--- config.mk ---
export PLATFORM = sky130hd
export DESIGN_NAME = activity_scan_ctrl_flat
export DESIGN_NICKNAME = d
export VERILOG_FILES = /design/src/rtl/activity_scan_ctrl_pkg.sv /design/src/rtl/activity_scan_ctrl_if.sv /design/src/rtl/activity_scan_ctrl_rr_arbiter.sv /design/src/rtl/activity_scan_ctrl.sv /design/src/flat_wrapper.sv
export SDC_FILE = /design/constraint.sdc
export NUM_CORES = 1
export LEC_CHECK = 0
export ABC_AREA = 1
export CORE_AREA = 2 2 77 79
export CTS_BUF_LIST = sky130_fd_sc_hd__clkbuf_16
export DETAILED_ROUTE_END_ITERATION = 7
export DIE_AREA = 0 0 79 81
export DONT_BUFFER_PORTS = 1
export PLACE_DENSITY = 0.79
export SYNTH_ARGS = -nofsm -noshare
export SYNTH_HDL_FRONTEND = slang
export SYNTH_SLANG_ARGS = --single-unit
--- constraint.sdc ---
create_clock -name clk -period 6.3 [get_ports clk]
set_input_delay 0.63 -clock clk [delete_from_list [all_inputs] [get_ports clk]]
set_output_delay 0.63 -clock clk [all_outputs]
set_load 0.005 [all_outputs]
--- src/rtl/activity_scan_ctrl_pkg.sv ---
// Shared types and constants for the activity scan controller.
package actmon_pkg;

  localparam int ACT_W   = 16;
  localparam int LEVEL_W = 8;

  // Scheduler states; exported on the dbg_state port of the top.
  typedef enum logic [1:0] {
    IDLE   = 2'd0,
    ARB    = 2'd1,
    ACCUM  = 2'd2,
    REPORT = 2'd3
  } state_t;

endpackage

--- src/rtl/activity_scan_ctrl_if.sv ---
// Report channel from the scan controller to the level consumer.
//
// Handshake: the master raises out_valid with out_ch/out_level/out_peak and
// holds all of them stable until a cycle where out_valid && out_ready; that
// cycle is the transfer. out_valid never depends on out_ready.
interface activity_scan_ctrl_if #(
  parameter int N_CH = 4
);
  import actmon_pkg::*;

  logic                      out_valid;
  logic                      out_ready;
  logic [$clog2(N_CH)-1:0]   out_ch;
  logic [LEVEL_W-1:0]        out_level;
  logic [LEVEL_W-1:0]        out_peak;

  modport master (
    output out_valid, out_ch, out_level, out_peak,
    input  out_ready
  );

  modport slave (
    input  out_valid, out_ch, out_level, out_peak,
    output out_ready
  );

endinterface

--- src/rtl/activity_scan_ctrl_rr_arbiter.sv ---
// Combinational round-robin pick: first requester after last_grant, wrapping.
module rr_arbiter #(
  parameter int N = 4
) (
  input  logic [N-1:0]         req,
  input  logic [$clog2(N)-1:0] last_grant,
  output logic [$clog2(N)-1:0] gnt_idx,
  output logic                 gnt_any
);

  localparam int IW = $clog2(N);

  int idx;

  // Walk the channels starting one past the previous winner; first hit wins.
  always_comb begin
    gnt_idx = '0;
    gnt_any = 1'b0;
    idx     = 0;
    for (int i = 1; i <= N; i++) begin
      idx = int'(last_grant) + i;
      if (idx >= N) idx = idx - N;
      if (!gnt_any && req[idx]) begin
        gnt_any = 1'b1;
        gnt_idx = IW'(idx);
      end
    end
  end

endmodule

--- src/rtl/activity_scan_ctrl.sv ---
// Time-multiplexed activity monitor: grants channels round-robin, averages
// the granted channel over 2**WIN_LOG2 cycles and reports the upper byte.
// Optional build macro ACTMON_PEAK_EN adds a per-window peak of activity[15:8].
module activity_scan_ctrl
  import actmon_pkg::*;
#(
  parameter int N_CH     = 4,
  parameter int WIN_LOG2 = 3
) (
  input  logic                    clk,
  input  logic                    reset,
  input  logic                    enable,
  input  logic [N_CH-1:0]         ch_req,
  input  logic [ACT_W*N_CH-1:0]   activity,
  activity_scan_ctrl_if.master    rpt,
  output logic                    busy,
  output state_t                  dbg_state
);

  localparam int CH_W  = $clog2(N_CH);
  localparam int ACC_W = ACT_W + WIN_LOG2;

  state_t              state, state_nxt;
  logic [CH_W-1:0]     sel;
  logic [CH_W-1:0]     last_grant;
  logic [ACC_W-1:0]    acc;
  logic [ACC_W-1:0]    acc_sum;
  logic [WIN_LOG2-1:0] cnt;
  logic                win_last;
  logic [ACT_W-1:0]    act_sel;
  logic [CH_W-1:0]     gnt_idx;
  logic                gnt_any;
  logic                new_req;

  rr_arbiter #(.N(N_CH)) u_arb (
    .req        (ch_req),
    .last_grant (last_grant),
    .gnt_idx    (gnt_idx),
    .gnt_any    (gnt_any)
  );

  assign act_sel  = activity[ACT_W*sel +: ACT_W];
  assign acc_sum  = acc + ACC_W'(act_sel);
  assign win_last = &cnt;
  assign new_req  = enable && (|ch_req);

  assign rpt.out_valid = (state == REPORT);
  assign busy          = (state != IDLE);
  assign dbg_state     = state;

  // State register.
  always_ff @(posedge clk or posedge reset) begin
    if (reset) state <= IDLE;
    else       state <= state_nxt;
  end

  // Next-state logic; ARB falls back to IDLE if requests vanished.
  always_comb begin
    state_nxt = state;
    case (state)
      IDLE:    if (new_req) state_nxt = ARB;
      ARB:     state_nxt = gnt_any ? ACCUM : IDLE;
      ACCUM:   if (win_last) state_nxt = REPORT;
      REPORT:  if (rpt.out_ready) state_nxt = new_req ? ARB : IDLE;
      default: state_nxt = IDLE;
    endcase
  end

  // Grant latch, window accumulation and level/channel report registers.
  always_ff @(posedge clk or posedge reset) begin
    if (reset) begin
      sel           <= '0;
      last_grant    <= CH_W'(N_CH - 1);
      acc           <= '0;
      cnt           <= '0;
      rpt.out_ch    <= '0;
      rpt.out_level <= '0;
    end else begin
      case (state)
        ARB: begin
          if (gnt_any) begin
            sel        <= gnt_idx;
            last_grant <= gnt_idx;
          end
          acc <= '0;
          cnt <= '0;
        end
        ACCUM: begin
          acc <= acc_sum;
          cnt <= cnt + 1'b1;
          if (win_last) begin
            rpt.out_ch    <= sel;
            // Upper byte of sum / W: a plain truncating shift.
            rpt.out_level <= acc_sum[ACT_W-1+WIN_LOG2 -: LEVEL_W];
          end
        end
        default: ;
      endcase
    end
  end

`ifdef ACTMON_PEAK_EN
  logic [LEVEL_W-1:0] peak;
  logic [LEVEL_W-1:0] peak_nxt;

  assign peak_nxt = (act_sel[ACT_W-1 -: LEVEL_W] > peak) ? act_sel[ACT_W-1 -: LEVEL_W] : peak;

  // Running maximum of the high byte, captured alongside the level.
  always_ff @(posedge clk or posedge reset) begin
    if (reset) begin
      peak         <= '0;
      rpt.out_peak <= '0;
    end else begin
      case (state)
        ARB:   peak <= '0;
        ACCUM: begin
          peak <= peak_nxt;
          if (win_last) rpt.out_peak <= peak_nxt;
        end
        default: ;
      endcase
    end
  end
`else
  assign rpt.out_peak = '0;
`endif

endmodule

--- src/flat_wrapper.sv ---
// flat-port wrapper written by rule: the top's interface ports become plain ports
module activity_scan_ctrl_flat import actmon_pkg::*;
#(
  parameter int N_CH     = 4,
  parameter int WIN_LOG2 = 3
)
  (clk, reset, enable, ch_req, activity, busy, dbg_state, rpt_out_valid, rpt_out_ch, rpt_out_level, rpt_out_peak, rpt_out_ready);
  activity_scan_ctrl_if #(.N_CH(N_CH)) rpt_i ();
  input  logic clk;
  input  logic reset;
  input  logic enable;
  input  logic [N_CH-1:0] ch_req;
  input  logic [ACT_W*N_CH-1:0] activity;
  output logic busy;
  output state_t dbg_state;
  output wire logic [$bits(rpt_i.out_valid)-1:0] rpt_out_valid;
  output wire logic [$bits(rpt_i.out_ch)-1:0] rpt_out_ch;
  output wire logic [$bits(rpt_i.out_level)-1:0] rpt_out_level;
  output wire logic [$bits(rpt_i.out_peak)-1:0] rpt_out_peak;
  input wire logic [$bits(rpt_i.out_ready)-1:0] rpt_out_ready;
  assign rpt_out_valid = rpt_i.out_valid;
  assign rpt_out_ch = rpt_i.out_ch;
  assign rpt_out_level = rpt_i.out_level;
  assign rpt_out_peak = rpt_i.out_peak;
  assign rpt_i.out_ready = rpt_out_ready;
  activity_scan_ctrl #(.N_CH(N_CH), .WIN_LOG2(WIN_LOG2)) u_core (.clk(clk), .reset(reset), .enable(enable), .ch_req(ch_req), .activity(activity), .rpt(rpt_i), .busy(busy), .dbg_state(dbg_state));
endmodule
# == Yosys cells after proc, flatten, opt, wreduce, memory -nomap -nowiden ==
# Cells that the tools add are included.
# classes
add_sub_neg,10
magnitude_cmp,8
n_eq_ne,6
shifts,1
mux,32
n_reduce_logical,15
# ops
operator,count
"32-bit by 4-bit < comparator with 1-bit output, second input constant",4
32-bit two-way mux,4
64-bit by 7-bit indexed part select with 16-bit output,1
19-bit one-hot mux with 2 select lines,1
"32-bit by 4-bit greater-or-equal comparator with 1-bit output, second input constant",1
"32-bit by 4-bit subtractor with 32-bit output, second input constant",1
19-bit by 16-bit adder with 19-bit output,1
2-bit two-way mux,8
1-bit two-way mux,13
1-bit binary-select mux with 2-bit select,4
2-bit one-hot mux with 4 select lines,1
"3-bit by 3-bit subtractor with 4-bit output, second input constant",2
"2-bit by 2-bit adder with 3-bit output, second input constant",2
"3-bit greater-or-equal comparator, second input constant",2
"2-bit by 1-bit != test with 1-bit output, second input constant",3
3-bit one-hot mux with 2 select lines,1
3-bit AND reduction,2
"4-bit by 3-bit subtractor with 5-bit output, second input constant",1
"2-bit by 3-bit adder with 4-bit output, second input constant",1
"2-bit == test, second input constant",2
"4-bit by 3-bit greater-or-equal comparator with 1-bit output, second input constant",1
1-bit logical AND,4
4-bit AND reduction,1
2-bit nonzero test,2
7 further kinds,9
# word_totals
register_bits,38
inputBits,72
output_inout_bits,22
elab_cells,79

# == Depth between registers and ports, before layout ==
# Gate-level depths: netlist of run 1.
# depth
depth_word,18
ltp_mapped,16
ltp_nobuf,15

# == Hierarchy ==
# A second synthesis of run 1 with hierarchy kept.
# unflattened
cells_unflattened,511
hier_area_um2,3412.0
# by_module_without_submodules
module,instances,cells_per_inst,area_per_inst_um2,seq_area_each_um2
activity_scan_ctrl,1,459,3140.5,953.4
rr_arbiter,1,52,271.5,0.0

# == Least setup slack after synthesis of run 1 ==
# No wires, ideal clock.
# synth_timing
path_type,input to register
startpoint,input activity[16]
endpoint,register u_core.acc[4]
setup_ps,122
arrival_ps,2156
required_ps,6178
path_slack_ps,4023
cell_stages,8
n_path_buf,0
cell_sequence,o21ai_0 o22ai_1 ha_1 fa_1 nand3_1 nand3_1 or2_2 a32o_1
# synth_between
elab_chain_len,3
# synth_lines
element,line_no,source
from (decl),flat_wrapper.sv:13,input logic [ACT_W*N_CH-1:0] activity;
64-bit by 7-bit indexed part select with 16-bit output,activity_scan_ctrl.sv:42,assign act_sel = activity[ACT_W*sel +: ACT_W];
19-bit by 16-bit adder with 19-bit output,activity_scan_ctrl.sv:43,assign acc_sum = acc + ACC_W'(act_sel);
19-bit one-hot mux with 2 select lines,activity_scan_ctrl.sv:79,case (state)
to (signal assigned),activity_scan_ctrl.sv:89,acc <= acc_sum;
to (decl),activity_scan_ctrl.sv:26,logic [ACC_W-1:0] acc;
# Every way passes these cells.
# A chain may end at the register's enable or synchronous reset.

# == Worst setup path in the final report of run 1 ==
# layout_timing
startpoint,register u_core.sel[1]
endpoint,register u_core.rpt.out_level[5]
# layout_between
elab_chain_len,2
# layout_lines
element,line_no,source
from (decl),activity_scan_ctrl.sv:24,logic [CH_W-1:0] sel;
from (signal assigned),activity_scan_ctrl.sv:82,sel <= gnt_idx;
64-bit by 7-bit indexed part select with 16-bit output,activity_scan_ctrl.sv:42,
19-bit by 16-bit adder with 19-bit output,activity_scan_ctrl.sv:43,
to (signal assigned),activity_scan_ctrl.sv:94,rpt.out_level <= acc_sum[ACT_W-1+WIN_LOG2 -: LEVEL_W];
to (decl),activity_scan_ctrl_if.sv:18,"output out_valid, out_ch, out_level, out_peak,"
# Every way passes these cells.

==> results.md, run 1 <==
* # port buffers at 0
* Final WL at 7.91 mm
* Post-synthesis area per instance at 6.42 µm²
* P&R area growth vs syn at 4.64%
* RSZ-0062 raised after global routing: false
* Initial antenna violation count at 0
* Clock slew at reported path FFs at 0.06 ns
* Largest family of logic cells by synthesized area: simple AND/OR/NAND/NOR gates
* Die area at 6400 µm²
* TritonCTS buffer count at 5
* Post-DR wirelength/cell at 13.9 µm
* Vias in the first global route at 2756
* Post-CTS Setup Repair Bufs at 0
* I/O pin count at 94
* Final Critical Period at 2.87 ns
* WP data required at 6.47 ns
* Complex-gate fraction of the synthesized area at 0.164
* Placement Rows at 28
* Hold slack at 0.353 ns
* Post-DP HPWL at 6.05 mm
* CP Cell Sequence: inv_1, o21ai_0, o22ai_1, ha_1, fa_1, nand3_1, nand3_1, nand2_1, nand2_1, nand2_1, nand3b_1, nand3_1, nand2_1
* WS Path Type: reg2reg
* Finished Layout Cells at 570
* Crit path arrival time at 3.03 ns
* Die width at 79 µm
* Final setup fails at 0
* Synth top area share at 0.281
* Crit Path Max Fanout at 18
* DR vias/cell at 5.58
* Post-Synth Simple-Gate Area at 0.351
* Routability cong. at 0.934
* First-pass GRT wire length at 12.2 mm
* Placement-stage cell area at 3220 µm²
* CTS tree: done
* Status: complete, no violations
* Clk sinks at 38
* Maximum number of pins on one net before global-route repair at 39
* Mapped Area at 3210 µm²
* Initial detailed-routing violation count at 233
* Max_cap viols at 0
* Reg2Reg Depth at 13
* Slowest CP cell: dfrtp_1
* Crit path largest cell delay at 0.62 ns
* Setup WS pre-CTS at 3.49 ns
* Worst Max-Slew Pin Slew at 0.802 ns
* Post-CTS Resized at 0
* Core area at 5680 µm²
* Top cell type by total area after synthesis: dfrtp_1
* Flops & latches, synth at 38
* # DRC at 0
* Finished Cell Area at 3360 µm²
* Register area share after synthesis at 0.297
* Leakage dissipation at 1.76 nW
* Endpoints failing hold at 0
* Root Buffer: clkbuf_16
* Deepest level of the CTS H-tree at 2
* Pins over their slew limit at 0
* DIE HEIGHT at 81 µm
* Largest vdd supply drop at 0.262 mV
* Syn. warnings at 0
* CTS Hold Buffers Added at 0
* XOR/XNOR Fraction of Synth Area at 0.00546
* Most common cell type on the critical path: nand2_1
* HP Class: in2async
* Share of cells above drive strength 1 at 0.0283
* Syn Inst Count at 500
* Antenna viol nets, final at 0
* ANT cells at 0
* DP Cell Count at 562
* Via count at 3180
* TritonRoute pass-1 iters at 4
* Yosys cell types at 31
* Adder-Cell Fraction of Synth Area at 0.0920
* Maximum buffer depth of the clock tree at 2
* Clock skew at 0.00308 ns
* Fin crit share at 0.455
* Worst setup margin at 3.43 ns
* Final #Nets at 589
* Crit start category: register
* Post-synthesis mux area share at 0
* Total Routing Usage GR at 0.241
* Relative slew slack at 0.465
* TNS Setup at 0 ns
* F_max at 349 MHz
* Critical Path End Type: register
* Dominant cells by area after synthesis: dfrtp_1 28%, nand2_1 19%, ha_1 8.6%
* Starting Density at 0.565
* Pwr dens at 500 nW/µm²
* Skew-Pair Late Insertion Delay at 0.28 ns
* Overflow after GRT at 0
## cell usage in the layout (no fill, tap or decap), types with 3 or more instances in the layout
| cell type | Yosys | layout |
|---|---|---|
| nand3b_1 | 7 | 7 |
| a21oi_1 | 18 | 18 |
| o21ai_0 | 52 | 52 |
| a22o_1 | 4 | 4 |
| conb_1 | 1 | 8 |
| inv_1 | 40 | 40 |
| nor3_1 | 4 | 4 |
| clkbuf_16 | 0 | 5 |
| dfrtp_1 | 36 | 36 |
| o22ai_1 | 17 | 17 |
| ha_1 | 22 | 22 |
| nand2_1 | 161 | 161 |
| nor2_1 | 65 | 65 |
| nand3_1 | 33 | 33 |
| nand4_1 | 3 | 3 |
## worst paths after layout
kind	slack, ns	to	startpoint
setup / recovery	3.43	u_core.rpt.out_level[5]	u_core.sel[1]
hold / removal	0.35	u_core.dbg_state[0]	reset
setup reg to reg	3.43	u_core.rpt.out_level[5]	u_core.sel[1]
hold reg to reg	0.49	u_core.acc[8]	u_core.acc[8]
max in group asynchronous	5.60	u_core.last_grant[1]	reset
min in group clk	0.49	u_core.acc[8]	u_core.acc[8]
## per-layer routing
layer / routed length [µm] / global-route usage / vias to the layer above
met5: 0 / 0 / -
met4: 106 / 0.0534 / 0
met3: 626 / 0.0478 / 11
met2: 3550 / 0.397 / 118
met1: 3620 / 0.331 / 1434
li1: - / - / 1617
## kinds of logic after synthesis
kind of cell | count (synthesis)
compound gates | 96
xor+xnor | 2
fa+ha+maj | 23
buf+inv | 64
flops | 38
other cells | 1
simple gates | 276
## synth_stat cells (all sizes together)
library cell / count
clkbuf: 11
nor2: 65
dfstp: 2
ha: 22
nand3b: 7
fa: 1
xnor2: 1
a21o: 1
xor2: 1
inv: 41
nand3: 34
dfrtp: 36
buf: 11
clkinv: 1
o22ai: 17
a22o: 4
o21ai: 54
nand2: 161
conb: 1
nand4: 3
or2: 2
nor3: 4
a21oi: 18
a21boi: 1
a32o: 1
## where the power goes
| part | internal, mW | leakage, nW | switching (mW) |
|---|---|---|---|
| Sequential | 0.309 | 0.471 | 0.0656 |
| Clock | 0.144 | 0.0672 | 0.0985 |
| Combinational | 0.350 | 1.22 | 0.711 |
| Total | 0.803 | 1.76 | 0.875 |
## sequential cells by signal, indices dropped and copies added, names as in the netlist, named ones only
| signal | flops |
|---|---|
| u_core.acc | 19 |
| u_core.dbg_state | 1 |
| u_core.sel | 2 |
| u_core.rpt.out_level | 8 |
| u_core.rpt.out_ch | 2 |
| u_core.last_grant | 2 |
| u_core.cnt | 3 |
## area by class of cell
class | count | area, µm²
fill | 552 | 2320
multi-input combinational | 405 | 2000
sequential | 38 | 953
inverter | 42 | 158
clock buffer | 5 | 125
tap | 75 | 93.8
clock inverter | 3 | 16.3
timing repair buffer | 2 | 15.0
## stage by stage
| stage | power, mW | utilization |
|---|---|---|
| 2_1_floorplan | 1.22 | - |
| 5_1_grt | 1.85 | 0.592 |
| 3_3_place_gp | 1.39 | 0.567 |
| 3_5_place_dp | 1.43 | 0.567 |
| 6_report | 1.68 | 0.592 |
| 4_1_cts | 1.67 | 0.592 |
## worst max-delay path: cells and delay by family, from the launching register on
kind	cells	cell delay [ns]
AO/OA/AOI/OAI	2	0.26
adder cells (fa/ha/maj)	2	0.68
buffers and inverters	1	0.33
flip-flops	1	0.62
AND/OR/NAND/NOR	8	0.86
(Power assumes the default switching activity.)
==> inputs of run 2 (changes only) <==
--- a/config.mk
+++ b/config.mk
@@ -6,12 +6,12 @@
 export NUM_CORES = 1
 export LEC_CHECK = 0
 export ABC_AREA = 1
-export CORE_AREA = 2 2 77 79
+export CORE_AREA = 2 2 78 80
 export CTS_BUF_LIST = sky130_fd_sc_hd__clkbuf_16
 export DETAILED_ROUTE_END_ITERATION = 7
-export DIE_AREA = 0 0 79 81
+export DIE_AREA = 0 0 80 82
 export DONT_BUFFER_PORTS = 1
-export PLACE_DENSITY = 0.79
+export PLACE_DENSITY = 0.81
 export SYNTH_ARGS = -nofsm -noshare
 export SYNTH_HDL_FRONTEND = slang
 export SYNTH_SLANG_ARGS = --single-unit
==> constraint.sdc (replaced) <==
create_clock -name clk -period 2.52 [get_ports clk]
set_input_delay 0.252 -clock clk [delete_from_list [all_inputs] [get_ports clk]]
set_output_delay 0.252 -clock clk [all_outputs]
set_load 0.005 [all_outputs]
==> results.md, run 2 (synthesis gave the netlist of run 1 again) <==
* Status: complete, no violations
* Layout filler cell count at 521 (-5.6%)
* Final setup fails at 0 (unchanged)
* Top Layer Used: met4
* Post-DR wirelength/cell at 13.8 µm (-0.82%)
* Largest regs: u_core.acc: 19 flops, u_core.rpt.out_level: 8 flops, u_core.cnt: 3 flops
* Via count at 3311 (+4.1%)
* Multi-input logic area at 2030 µm² (+1.4%)
* CP Cell Sequence: inv_2, buf_12, o21ai_0, o22ai_1, ha_1, nand2_1, nor2_1, nand3_1, nand3_2, nand2_1, nand2_1, nand2_1, nand3_1, nand2_1
* DIE HEIGHT at 82 µm (+1.2%)
* Clk sinks at 38 (unchanged)
* TritonCTS buffer count at 5 (unchanged)
* Leakage dissipation at 1.84 nW (+4.7%)
* Root Buffer: clkbuf_16
* Placement-stage cell area at 3290 µm² (+2.4%)
* FF+latch area at 953 µm² (unchanged)
* Share of cells above drive strength 1 at 0.0689 (+0.0406)
* Switching share of power at 0.508 (-0.0140)
* Initial detailed-routing violation count at 259 (+11%)
* Vias in the first global route at 2854 (+3.6%)
* Pwr dens at 1270 nW/µm² (+150%)
* Crit start category: register
* Part of the power in registers at 0.207 (-0.016)
* I/O pin count at 94 (unchanged)
* Max reg flops at 19 (unchanged)
* Overflow after GRT at 0 (unchanged)
* Max_cap viols at 0 (unchanged)
* Initial antenna violation count at 0 (unchanged)
* CP Depth at 14 (+1)
* Most frequent cells in the layout: 159 x nand2_1, 64 x nor2_1, 51 x o21ai_0, 40 x inv_1, 36 x dfrtp_1
* Antenna viol nets, final at 0 (unchanged)
* F_max at 417 MHz (+20%)
* Most common cell after layout, fill and taps aside: nand2_1
* R2R Setup Slk at 0.12 ns (-3.31 ns)
* Core area at 5750 µm² (+1.2%)
* Reg2Reg Depth at 14 (+1)
* Die width at 80 µm (+1.3%)
* Met1 Wirelength at 3.60 mm (-0.64%)
* Clock skew at 0.00830 ns (+0.00522 ns)
* Clock slew at reported path FFs at 0.06 ns (about the same)
* FF-to-FF End: u_core.rpt.out_level[7]
* Pins over their slew limit at 0 (unchanged)
* Critical Path Source: u_core.sel[0]
* Worst r2r src: u_core.sel[0]
* Total power draw at 4.46 mW (+170%)
* Largest vdd supply drop at 0.663 mV (+150%)
* Maximum number of pins on one net before global-route repair at 39 (unchanged)
* Final Critical Period at 2.40 ns (-0.473 ns)
* Crit path buf inv count at 2 (+1)
* Most flops, register: u_core.acc
* HP Class: in2reg
* Finished Cell Area at 3520 µm² (+4.9%)
* Endpoints failing hold at 0 (unchanged)
* WS Path Type: reg2reg
* Critical Path End Type: register
* Clock power frac at 0.132 (-0.013)
* Skew-Pair Late Insertion Delay at 0.28 ns (about the same)
* P&R area growth vs syn at 9.79%
* ANT cells at 0 (unchanged)
* TritonRoute pass-1 iters at 5 (+1)
* Combinational group share of total power at 0.660 (+0.028)
* Most common cell type on the critical path: nand2_1
* First-pass GRT wire length at 12.5 mm (+2.3%)
* Starting Density at 0.559 (-0.00690)
* Placement Rows at 28 (unchanged)
* CTS tree: done
* Met3 WL at 749 µm (+20%)
* # port buffers at 0 (unchanged)
* Slowest CP cell: dfrtp_1
* Crit Path Max Fanout at 27 (+9)
* Crit path arrival time at 2.56 ns (-0.47 ns)
* DR vias/cell at 5.68 (+1.8%)
* Worst setup endpoint: u_core.rpt.out_level[7]
* # DRC at 0 (unchanged)
* CP top delay family: simple AND/OR/NAND/NOR gates
* Final #Nets at 602 (+2.2%)
* Crit path largest cell delay at 0.42 ns (-0.20 ns)
* Pint at 2.20 mW (+170%)
* Met2 wire len at 3.59 mm (+0.93%)
* WP data required at 2.69 ns (-3.78 ns)
* Die area at 6560 µm² (+2.5%)
* Routability cong. at 0.899 (-3.8%)
* Final WL at 8.02 mm (+1.4%)
* Fin crit share at 0.951 (+0.495)
* Maximum buffer depth of the clock tree at 2 (unchanged)
* Post-DP HPWL at 6.14 mm (+1.4%)
* Deepest level of the CTS H-tree at 2 (unchanged)
* Net Sw Power at 2.26 mW (+160%)
* Total Routing Usage GR at 0.243 (+0.00136)
run 2: cell count changes in the layout (fill, tap and decap cells not counted), moves of 2 or more:
cell,change
buf_4,+9
a21oi_1,-3
a21oi_2,+3
buf_12,+3
nand2_1,-2
nand2_2,+2
run 2: what timing repair did:
action	4_1_cts	5_1_grt
setup endpoints to repair	0	21
buffers inserted	0	5
endpoints found under the hold margin	1	0
hold buffers	1	0
resized for setup	0	12
run 2: stage by stage:
stage | hold WS [ns] | util | cells | setup slack [ns] | setup TNS [ns]
2_1_floorplan | 0.443 | - | 507 | 0.245 | 0
3_3_place_gp | 0.294 | 0.573 | 569 | 0.173 | 0
3_5_place_dp | 0.298 | 0.573 | 569 | 0.0882 | 0
4_1_cts | 0.321 | 0.599 | 578 | 0.0717 | 0
5_1_grt | 0.353 | 0.613 | 583 | -0.0438 | -0.0591
6_report | 0.314 | 0.613 | 583 | 0.125 | 0
run 2: how the worst min path moves through the flow:
| stage | slack, ns | end | from | cells past startpoint |
|---|---|---|---|---|
| 2_1_floorplan | 0.44 | asynchronous set/reset pin | reset | 1 |
| 3_3_place_gp | 0.29 | u_core.dbg_state[0] | reset | 2 |
| 3_5_place_dp | 0.30 | u_core.dbg_state[0] | reset | 2 |
| 4_1_cts | 0.32 | u_core.dbg_state[0] | enable | 3 |
| 5_1_grt | 0.35 | u_core.dbg_state[0] | enable | 3 |
| 6_report | 0.31 | u_core.dbg_state[0] | enable | 4 |
run 2: cell type report:
type / instances / share of cell area
Clock buffer: 5 / 0.0355
Sequential cell: 38 / 0.271
Clock inverter: 3 / 0.00320
Inverter: 42 / 0.0458
Timing Repair Buffer: 15 / 0.0433
Tap cell: 75 / 0.0266
Multi-Input combinational cell: 405 / 0.575
run 2: routing by layer:
layer	up-vias	GRT usage
li1	1643	-
met1	1496	0.326
met2	162	0.403
met3	10	0.0473
met4	0	0.0610
met5	-	0
run 2: power by group through the flow:
stage | clock network [mW] | logic, mW | registers [mW]
floorplan | 0 | 2.17 | 0.875
CTS | 0.596 | 2.76 | 0.918
global placement | 0 | 2.65 | 0.917
global route | 0.622 | 3.32 | 0.947
detailed placement | 0 | 2.74 | 0.927
finish | 0.590 | 2.94 | 0.924
run 2: worst reg2reg max path, stage by stage (launching register included):
cell,delay (ns)
dfrtp_1,0.42
inv_2,0.08
buf_12,0.16
o21ai_0,0.17
o22ai_1,0.15
ha_1,0.38
nand2_1,0.15
nor2_1,0.19
nand3_1,0.14
nand3_2,0.14
nand2_1,0.08
nand2_1,0.06
nand2_1,0.06
nand3_1,0.07
nand2_1,0.06
==> inputs of run 3 (changes only) <==
--- a/config.mk
+++ b/config.mk
@@ -15,3 +15,4 @@
 export SYNTH_ARGS = -nofsm -noshare
 export SYNTH_HDL_FRONTEND = slang
 export SYNTH_SLANG_ARGS = --single-unit
+export TNS_END_PERCENT = 1
==> results of run 3 <==
The final DEF is identical to that of run 2; final timing and power are the same.
